**config.mk**
```make
export PLATFORM = sky130hd
export DESIGN_NAME = alu_cmd_issuer_flat
export DESIGN_NICKNAME = d
export VERILOG_FILES = /design/src/rtl/alu_cmd_issuer_pkg.sv /design/src/rtl/alu_cmd_issuer_if.sv /design/src/rtl/alu_cmd_issuer_rsp_flags.sv /design/src/rtl/alu_cmd_issuer.sv /design/src/flat_wrapper.sv
export SDC_FILE = /design/constraint.sdc
export NUM_CORES = 1
export LEC_CHECK = 0
export ABC_AREA = 1
export ABC_CLOCK_PERIOD_IN_PS = 1700
export BUFFER_PORTS_ARGS = -buffer_cell sky130_fd_sc_hd__buf_2
export CAP_MARGIN = 40
export CORE_MARGIN = 4
export CORE_UTILIZATION = 50
export CTS_BUF_LIST = sky130_fd_sc_hd__clkbuf_4 sky130_fd_sc_hd__clkbuf_8
export DETAILED_ROUTE_END_ITERATION = 6
export GPL_TIMING_DRIVEN = 0
export PLACE_DENSITY = 0.82
export RECOVER_POWER = 50
export SETUP_SLACK_MARGIN = 0.05
export SLEW_MARGIN = 20
export SYNTH_ARGS = -nofsm -noshare
export SYNTH_HDL_FRONTEND = slang
export SYNTH_SLANG_ARGS = --single-unit
```
**constraint.sdc**
```tcl
create_clock -name clk -period 1.7 [get_ports clk]
set_input_delay 0.255 -clock clk [delete_from_list [all_inputs] [get_ports clk]]
set_output_delay 0.255 -clock clk [all_outputs]
set_load 0.005 [all_outputs]
```
**src/rtl/alu_cmd_issuer_pkg.sv**
```systemverilog
// Shared ALU definitions: opcode constants, arithmetic-class helper and the
// issuer state encoding. The ALU control decoder imports the same package so
// both sides agree on which opcodes route through the adder/subtractor.
package alu_pkg;

  typedef logic [2:0] opcode_t;

  localparam opcode_t OP_000 = 3'b000;
  localparam opcode_t OP_001 = 3'b001;
  localparam opcode_t OP_010 = 3'b010;
  localparam opcode_t OP_011 = 3'b011;
  localparam opcode_t OP_100 = 3'b100;
  localparam opcode_t OP_101 = 3'b101;
  localparam opcode_t OP_110 = 3'b110;
  localparam opcode_t OP_111 = 3'b111;

  // Mnemonic aliases; the decoder owns the exact operation behind each code.
  localparam opcode_t OP_ADD = OP_000;
  localparam opcode_t OP_AND = OP_001;
  localparam opcode_t OP_SUB = OP_010;
  localparam opcode_t OP_INC = OP_011;
  localparam opcode_t OP_OR  = OP_100;
  localparam opcode_t OP_DEC = OP_101;
  localparam opcode_t OP_XOR = OP_110;
  localparam opcode_t OP_NEG = OP_111;

  typedef enum logic [1:0] {
    ST_IDLE = 2'd0,
    ST_EXEC = 2'd1,
    ST_RESP = 2'd2
  } state_t;

  // True when the decoder selects the adder/subtractor, i.e. carry-out is
  // meaningful for this opcode.
  function automatic logic is_arith(input opcode_t op);
    case (op)
      OP_000, OP_010, OP_011, OP_101, OP_111: return 1'b1;
      default:                                return 1'b0;
    endcase
  endfunction

endpackage

```
**src/rtl/alu_cmd_issuer_if.sv**
```systemverilog
// Command, ALU-drive and response signals of the issuer in one bundle.
// slave: the issuer itself. master: sequencer plus combinational ALU.
interface alu_cmd_issuer_if #(
  parameter int WIDTH = 8
);
  import alu_pkg::*;

  logic             cmd_valid;
  logic             cmd_ready;
  opcode_t          cmd_op;
  logic [WIDTH-1:0] cmd_a;
  logic [WIDTH-1:0] cmd_b;

  opcode_t          alu_op;
  logic [WIDTH-1:0] alu_a;
  logic [WIDTH-1:0] alu_b;
  logic [WIDTH-1:0] alu_y;
  logic             alu_cout;

  logic             rsp_valid;
  logic             rsp_ready;
  logic [WIDTH-1:0] rsp_y;
  opcode_t          rsp_op;
  logic             rsp_c;
  logic             rsp_z;

  modport slave (
    input  cmd_valid, cmd_op, cmd_a, cmd_b,
    input  alu_y, alu_cout,
    input  rsp_ready,
    output cmd_ready,
    output alu_op, alu_a, alu_b,
    output rsp_valid, rsp_y, rsp_op, rsp_c, rsp_z
  );

  modport master (
    output cmd_valid, cmd_op, cmd_a, cmd_b,
    output alu_y, alu_cout,
    output rsp_ready,
    input  cmd_ready,
    input  alu_op, alu_a, alu_b,
    input  rsp_valid, rsp_y, rsp_op, rsp_c, rsp_z
  );

endinterface

```
**src/rtl/alu_cmd_issuer_rsp_flags.sv**
```systemverilog
// Response flag derivation from the ALU outputs present at the capture edge.
// Carry only means something for adder/subtractor opcodes; zero looks at the
// full result width.
module alu_rsp_flags
  import alu_pkg::*;
#(
  parameter int WIDTH = 8
) (
  input  opcode_t          op,
  input  logic [WIDTH-1:0] y,
  input  logic             cout,
  output logic             c,
  output logic             z
);

  // Mask carry for logic ops, flag an all-zero result.
  always_comb begin
    c = is_arith(op) ? cout : 1'b0;
    z = (y == '0);
  end

endmodule

```
**src/rtl/alu_cmd_issuer.sv**
```systemverilog
// ALU command issuer: accepts one command, holds opcode/operands on the ALU
// for LAT cycles, captures result and flags, then presents them as a
// response. A response handshake can overlap with the next command accept,
// giving one command every LAT+1 cycles at best.
module alu_cmd_issuer
  import alu_pkg::*;
#(
  parameter int WIDTH = 8,
  parameter int LAT   = 1
) (
  input  logic            clk,
  input  logic            rst,
  alu_cmd_issuer_if.slave bus,
  output logic            busy,
  output logic [15:0]     done_cnt
);

  // Wait counter only needs to hold LAT-1.
  localparam int CNT_W = (LAT > 1) ? $clog2(LAT) : 1;
  localparam logic [CNT_W-1:0] CNT_LOAD = CNT_W'(LAT - 1);

  state_t           state_q;
  state_t           state_d;
  logic [CNT_W-1:0] cnt_q;

  logic             cmd_ready;
  logic             rsp_valid;
  logic             accept;
  logic             capture;
  logic             rsp_hs;

  opcode_t          alu_op_q;
  logic [WIDTH-1:0] alu_a_q;
  logic [WIDTH-1:0] alu_b_q;

  logic [WIDTH-1:0] rsp_y_q;
  opcode_t          rsp_op_q;
  logic             rsp_c_q;
  logic             rsp_z_q;
  logic             flag_c;
  logic             flag_z;

  logic [15:0]      done_q;

  // State register.
  always_ff @(posedge clk) begin
    if (rst) state_q <= ST_IDLE;
    else     state_q <= state_d;
  end

  // Next state: a response handshake with a waiting command goes straight
  // back to EXEC instead of passing through IDLE.
  always_comb begin
    state_d = state_q;
    case (state_q)
      ST_IDLE: if (bus.cmd_valid) state_d = ST_EXEC;
      ST_EXEC: if (cnt_q == '0)   state_d = ST_RESP;
      ST_RESP: begin
        if (bus.rsp_ready) state_d = bus.cmd_valid ? ST_EXEC : ST_IDLE;
      end
      default: state_d = ST_IDLE;
    endcase
  end

  // FSM outputs and datapath strobes; cmd_ready is held low during reset
  // so nothing is accepted on the reset edge.
  always_comb begin
    cmd_ready = !rst && ((state_q == ST_IDLE) ||
                         ((state_q == ST_RESP) && bus.rsp_ready));
    rsp_valid = (state_q == ST_RESP);
    busy      = (state_q != ST_IDLE);
    accept    = bus.cmd_valid && cmd_ready;
    capture   = (state_q == ST_EXEC) && (cnt_q == '0);
    rsp_hs    = rsp_valid && bus.rsp_ready;
  end

  // Settle counter: loaded on accept, counts down while executing.
  always_ff @(posedge clk) begin
    if (rst) begin
      cnt_q <= '0;
    end else if (accept) begin
      cnt_q <= CNT_LOAD;
    end else if ((state_q == ST_EXEC) && (cnt_q != '0)) begin
      cnt_q <= cnt_q - 1'b1;
    end
  end

  // ALU drive registers: change only on accept so the ALU inputs stay quiet
  // between commands.
  always_ff @(posedge clk) begin
    if (rst) begin
      alu_op_q <= OP_000;
      alu_a_q  <= '0;
      alu_b_q  <= '0;
    end else if (accept) begin
      alu_op_q <= bus.cmd_op;
      alu_a_q  <= bus.cmd_a;
      alu_b_q  <= bus.cmd_b;
    end
  end

  alu_rsp_flags #(
    .WIDTH (WIDTH)
  ) u_flags (
    .op   (alu_op_q),
    .y    (bus.alu_y),
    .cout (bus.alu_cout),
    .c    (flag_c),
    .z    (flag_z)
  );

  // Response capture: ALU outputs are sampled only on the last EXEC cycle.
  always_ff @(posedge clk) begin
    if (rst) begin
      rsp_y_q  <= '0;
      rsp_op_q <= OP_000;
      rsp_c_q  <= 1'b0;
      rsp_z_q  <= 1'b0;
    end else if (capture) begin
      rsp_y_q  <= bus.alu_y;
      rsp_op_q <= alu_op_q;
      rsp_c_q  <= flag_c;
      rsp_z_q  <= flag_z;
    end
  end

  // Completed-response counter, wraps at 16 bits.
  always_ff @(posedge clk) begin
    if (rst)         done_q <= '0;
    else if (rsp_hs) done_q <= done_q + 16'd1;
  end

  assign bus.cmd_ready = cmd_ready;
  assign bus.alu_op    = alu_op_q;
  assign bus.alu_a     = alu_a_q;
  assign bus.alu_b     = alu_b_q;
  assign bus.rsp_valid = rsp_valid;
  assign bus.rsp_y     = rsp_y_q;
  assign bus.rsp_op    = rsp_op_q;
  assign bus.rsp_c     = rsp_c_q;
  assign bus.rsp_z     = rsp_z_q;
  assign done_cnt      = done_q;

endmodule

```
**src/flat_wrapper.sv**
```systemverilog
// flat-port wrapper written by rule: the top's interface ports become plain ports
module alu_cmd_issuer_flat import alu_pkg::*;
#(
  parameter int WIDTH = 8,
  parameter int LAT   = 1
)
  (clk, rst, busy, done_cnt, bus_cmd_valid, bus_cmd_op, bus_cmd_a, bus_cmd_b, bus_alu_y, bus_alu_cout, bus_rsp_ready, bus_cmd_ready, bus_alu_op, bus_alu_a, bus_alu_b, bus_rsp_valid, bus_rsp_y, bus_rsp_op, bus_rsp_c, bus_rsp_z);
  alu_cmd_issuer_if #(.WIDTH(WIDTH)) bus_i ();
  input  logic clk;
  input  logic rst;
  output logic busy;
  output logic [15:0] done_cnt;
  input wire logic [$bits(bus_i.cmd_valid)-1:0] bus_cmd_valid;
  input wire logic [$bits(bus_i.cmd_op)-1:0] bus_cmd_op;
  input wire logic [$bits(bus_i.cmd_a)-1:0] bus_cmd_a;
  input wire logic [$bits(bus_i.cmd_b)-1:0] bus_cmd_b;
  input wire logic [$bits(bus_i.alu_y)-1:0] bus_alu_y;
  input wire logic [$bits(bus_i.alu_cout)-1:0] bus_alu_cout;
  input wire logic [$bits(bus_i.rsp_ready)-1:0] bus_rsp_ready;
  output wire logic [$bits(bus_i.cmd_ready)-1:0] bus_cmd_ready;
  output wire logic [$bits(bus_i.alu_op)-1:0] bus_alu_op;
  output wire logic [$bits(bus_i.alu_a)-1:0] bus_alu_a;
  output wire logic [$bits(bus_i.alu_b)-1:0] bus_alu_b;
  output wire logic [$bits(bus_i.rsp_valid)-1:0] bus_rsp_valid;
  output wire logic [$bits(bus_i.rsp_y)-1:0] bus_rsp_y;
  output wire logic [$bits(bus_i.rsp_op)-1:0] bus_rsp_op;
  output wire logic [$bits(bus_i.rsp_c)-1:0] bus_rsp_c;
  output wire logic [$bits(bus_i.rsp_z)-1:0] bus_rsp_z;
  assign bus_i.cmd_valid = bus_cmd_valid;
  assign bus_i.cmd_op = bus_cmd_op;
  assign bus_i.cmd_a = bus_cmd_a;
  assign bus_i.cmd_b = bus_cmd_b;
  assign bus_i.alu_y = bus_alu_y;
  assign bus_i.alu_cout = bus_alu_cout;
  assign bus_i.rsp_ready = bus_rsp_ready;
  assign bus_cmd_ready = bus_i.cmd_ready;
  assign bus_alu_op = bus_i.alu_op;
  assign bus_alu_a = bus_i.alu_a;
  assign bus_alu_b = bus_i.alu_b;
  assign bus_rsp_valid = bus_i.rsp_valid;
  assign bus_rsp_y = bus_i.rsp_y;
  assign bus_rsp_op = bus_i.rsp_op;
  assign bus_rsp_c = bus_i.rsp_c;
  assign bus_rsp_z = bus_i.rsp_z;
  alu_cmd_issuer #(.WIDTH(WIDTH), .LAT(LAT)) u_core (.clk(clk), .rst(rst), .bus(bus_i), .busy(busy), .done_cnt(done_cnt));
endmodule
```
---- Word level (Yosys, flattened, before mapping) ----
Cells that the tools add are included.
storage, ports and cells
  bits in registers ....................... 51
  bits of input ports ..................... 32
  output and inout port bits .............. 51
  logic and storage cells ................. 43
cells by class
  add/sub/neg operators ................... 2
  eq/ne operators ......................... 9
  multiplexer cells ....................... 7
  bitwise logic cells ..................... 1
  reduce and logical (&&, ||, !) cells .... 14
operator list
  kind                   number
  $add 16x1->16 const B  1
  $logic_not 8->1        1
  $eq 3x2->1 const B     2
  $eq 3x3->1 const B     2
  $mux 2                 3
  $ne 2x2->1 const B     3
  $pmux 2 s3             1
  $logic_and 1x1->1      5
  $reduce_or 5->1        1
  $logic_not 3->1        1
  $mux 1                 3
  $reduce_and 3->1       1
  $eq 2x1->1 const B     1
  $eq 2x2->1 const B     1
  $logic_not 2->1        1
  $reduce_bool 2->1      1
  $reduce_or 2->1        1
  $logic_not 1->1        1
  $logic_or 1x1->1       1
  $not 1->1              1
  $sub 1x1->1 const B    1

---- Logic depth before layout (Yosys ltp) ----
  word-level depth ........................ 6
  depth in mapped cells ................... 9
  depth with buffers taken out ............ 8

---- Modules after synthesis ----
From an unflattened synthesis, not the netlist that was laid out.
unflattened totals
  cell total of the unflattened synthesis .. 292
  area total of the unflattened synthesis .. 2277.2 um^2
by module, submodules not included
  module          instances  cells each  area each (um^2)  seq. area each (um^2)
  alu_cmd_issuer  1          278         2224.6            1021.0
  alu_rsp_flags   1          14          52.6              0.0

---- Worst setup path before layout ----
OpenSTA, ideal clock, no wires.
  path kind ............................... register -> register
  start point ............................. register u_core.done_q[0], in the netlist u_core.done_cnt[0]
  end point ............................... register u_core.done_q[8], in the netlist u_core.done_cnt[8]
  setup time .............................. 0.116 ns
  arrival ................................. 1.162 ns
  required time ........................... 1.584 ns
  setup slack ............................. 0.422 ns
  cell stages (with the launch flop) ...... 7
  buffers on the path ..................... 0
  period minus slack after synthesis ...... 1.278 ns
  cells stage by stage .................... dfxtp_1 ha_1 nand3_1 nor2_2 nand3b_1 o21ai_0 nor2_1
between the ends
  word-level cells in the longest chain between the ends .. 1
ends and longest elaborated chain
  item                    line                   RTL
  from (decl)             alu_cmd_issuer.sv:43   logic [15:0] done_q;
  from (signal assigned)  alu_cmd_issuer.sv:130  else if (rsp_hs) done_q <= done_q + 16'd1;
  $add 16x1->16           alu_cmd_issuer.sv:130
No other way between the ends.
A chain may end at the register's enable or synchronous reset.

---- Worst setup path after layout ----
  start point ............................. register u_core.state_q[0]
  end point ............................... output port bus_cmd_ready
between the ends
  word-level cells in the longest chain between the ends .. 4
  elaborated cells between the ends (all ways) .. 5
  classes of those cells .................. eq/ne (1); reduce/logical (4)
ends and longest elaborated chain
  item                    line                  RTL
  from (decl)             alu_cmd_issuer.sv:22  state_t state_q;
  from (signal assigned)  alu_cmd_issuer.sv:48  else state_q <= state_d;
  $eq 2x2->1              alu_cmd_issuer.sv:69  ((state_q == ST_RESP) && bus.rsp_ready));
  $logic_and 1x1->1       alu_cmd_issuer.sv:69
  $logic_or 1x1->1 (*)    alu_cmd_issuer.sv:68  cmd_ready = !rst && ((state_q == ST_IDLE) ||
  $logic_and 1x1->1 (*)   alu_cmd_issuer.sv:68
  to (decl)               flat_wrapper.sv:20    output wire logic [$bits(bus_i.cmd_ready)-1:0] bus_cmd_ready;
Mark *: on every way between the ends. The rest lies on a longest branch, timed or not.

==> reports/metrics.yaml <==
run_status:
  outcome: "completed"
grt:
  grt_overflow: 0
  grt_pass1_vias: 1937
  grt_max_degree: 16
  grt_pass1_wl_mm: 8.25
  track_usage: 0.197
  antenna_found_initial: 0
logic_synthesis:
  synth-seq-area-share: 0.495
  async_reset_ff_frac: 0
  synth-edff-count: 0
  ys_ff_latch: 51
  yosys_warnings: 0
  synthTopCellsByArea: "dfxtp_1 (50%), nand2_1 (13%), nor2_1 (7.1%)"
  netlist_top_cells_count: "nand2_1 (70), dfxtp_1 (51), nor2_1 (39), nand3_1 (28), inv_1 (26)"
  ys.flop_type: "dfxtp_1"
  yosys.cell_count.top_type: "nand2_1"
  synth_area_sq_um: 2060
  synthesis.nets: 312
  synth_top_area_frac: 0.495
  ys_types: 25
  postSynthAreaPerCell_sq_um: 7.39
  synth_area_leader_cell: "dfxtp_1"
  synthCells: 279
worst_setup_path:
  arrival_ns: 1.29
  critPathSlowestCell: "dfxtp_1"
  crit_fanout: 7
  path_cells: "inv_2, nand3_4, a21oi_4, buf_6, buf_2"
  max_stage_delay_ns: 0.34
  crit_type: "reg -> out"
  cp.required_ns: 1.44
  critPathCaptureType: "output port"
  cp-start-kind: "register"
floorplan:
  core-area_sq_um: 4000
  fp.dieH_um: 72.2
  start_util: 0.515
  dieWidth_um: 72.2
  io_pins: 83
  fp-row-count: 23
  dieArea_sq_um: 5210
timing:
  rsz0062_at_grt: "false"
  period_share: 0.911
  setup_viol: 0
  finClkSkew_ns: 0.00221
  max_freq_mhz: 646
  fin_setup_tns_ns: 0
  finalHoldViolCount: 0
  max_slew_margin: 0.683
  setup_ws_ns: 0.151
  period_minus_slack_ns: 1.55
  worst_slew_pin_slew_ns: 0.475
  final_max_slew_viol_count: 0
detailed_routing:
  drtAntennaViolNets: 0
  wire_per_inst_um: 11.5
  drc: 0
  routed_wl_mm: 4.87
  drtIter0Drc: 130
  num_vias: 2075
  vias_per_cell: 4.91
  first_pass_iters: 4
cells_and_area:
  n_fill_cell: 394
  fin_nets: 405
  antenna_cells: 0
  synthToLayoutAreaGrowth_pct: 28.2
  drive_above_1_share: 0.239
power_and_ir_drop:
  p_leak_nw: 1.32
  p_per_area_nw_per_um2: 842
  ir_drop_uv: 608
cts:
  clkTransAtPathRegs_ns: 0.09
  cts_htree_levels: 2
  clkLatencyLatePin_ns: 0.30
  hold_buffers: 0
  clock-sinks: 51
  cts_tree: "yes"
  cts_root_buf: "clkbuf_8"
  clockBufferDepth: 2
  cts_buffers: 5
placement:
  dp_hpwl_mm: 3.64
  gp_congestion: 0.791
  dp_slack_ns: 0.169
  port_buffers: 82
flow_run:
  drv_cap: 0
worst_hold_path:
  hold_path_class: "in -> reg"
[report_power, final]
group / switching, mW / leakage, nW / internal [mW]
Combinational: 0.150 / 0.858 / 0.119
Clock: 0.385 / 0.0477 / 0.282
Sequential: 0.0330 / 0.417 / 1.25
[metal layers]
metal | wire [um] | track usage | vias to the layer above
met5 | 0 | 0 | -
met4 | 89 | 0.0689 | 0
met3 | 359 | 0.0693 | 11
met2 | 2330 | 0.313 | 57
met1 | 2090 | 0.247 | 927
li1 | - | - | 1080
[final timing paths]
check | from | endpoint | slack, ns | depth (start not counted)
max | u_core.state_q[0]$_SDFFE_PP0P_ | bus_cmd_ready | 0.15 | 5
min | bus_cmd_a[3] | u_core.bus.alu_a[3]$_SDFFE_PP0P_ | 0.17 | 3
max reg2reg | u_core.state_q[1]$_SDFFE_PP0P_ | u_core.bus.rsp_y[0]$_SDFFE_PP0P_ | 0.19 | 6
min reg2reg | u_core.bus.alu_b[0]$_SDFFE_PP0P_ | u_core.bus.alu_b[0]$_SDFFE_PP0P_ | 0.45 | 2
[per-stage QoR]
stage / cells / hold slack, ns / util / cell area, sq um / power (mW)
6_report: 423 / 0.171 / 0.661 / 2640 / 2.22
5_1_grt: 423 / 0.177 / 0.661 / 2640 / 2.34
4_1_cts: 419 / 0.167 / 0.657 / 2630 / 2.24
3_5_place_dp: 411 / 0.427 / 0.633 / 2530 / 1.57
3_3_place_gp: 411 / 0.424 / 0.633 / 2530 / 1.57
2_1_floorplan: 279 / 0.390 / - / 2060 / 1.44
[critical path, delay by kind of cell (launching register included)]
family | cells | cell delay [ns]
AOI/OAI and AO/OA | 1 | 0.19
and+or+nand+nor | 1 | 0.10
DFF | 1 | 0.34
buffers and inverters | 3 | 0.36
[layout by cell type, fill, tap and decap left out, drive strengths merged]
cell type	count
a21oi	14
buf	74
clkbuf	26
clkinv	4
dfxtp	51
ha	1
inv	27
nand2	70
nand3	29
nand3b	1
nand4	7
nor2	41
nor3	1
o2111ai	1
o211ai	1
o21a	3
o21ai	18
o21bai	1
xor2	3
[sequential cells by signal, indices dropped and copies added, names as in the netlist, 2 cells and up]
name,cells
u_core.state_q,2
u_core.bus.alu_op,3
u_core.bus.alu_a,8
u_core.bus.rsp_op,3
u_core.done_cnt,16
u_core.bus.rsp_y,8
u_core.bus.alu_b,8
[kinds of logic (layout without fill, tap and decap cells)]
family / after synthesis / after routing / share of synthesized area
adders and majority gates: 1 / 1 / 0.00607
and+or+nand+nor: 149 / 149 / 0.311
AOI/OAI and AO/OA: 38 / 38 / 0.102
DFF: 51 / 51 / 0.495
xor gates and xnor gates: 3 / 3 / 0.0128
buffers and inverters: 37 / 131 / 0.0728
[what timing repair did]
| action | CTS | global route |
|---|---|---|
| setup buffers | 0 | 4 |
| pin swaps | 0 | 1 |
| setup endpoints to repair | 1 | 1 |
| gates resized for setup | 3 | 2 |
[layout make-up]
cell class | count | area, sq um | share of cell area
plain buffers | 9 | 51.3 | 0.0194
clock buffers | 5 | 68.8 | 0.0260
clock inverters | 3 | 15.0 | 0.00568
inverters | 28 | 105 | 0.0398
multi-input cells | 191 | 900 | 0.340
flip-flops and latches | 51 | 1020 | 0.386
well taps | 50 | 62.6 | 0.0237
repair buffers | 86 | 419 | 0.159
(Power assumes the default switching activity.)
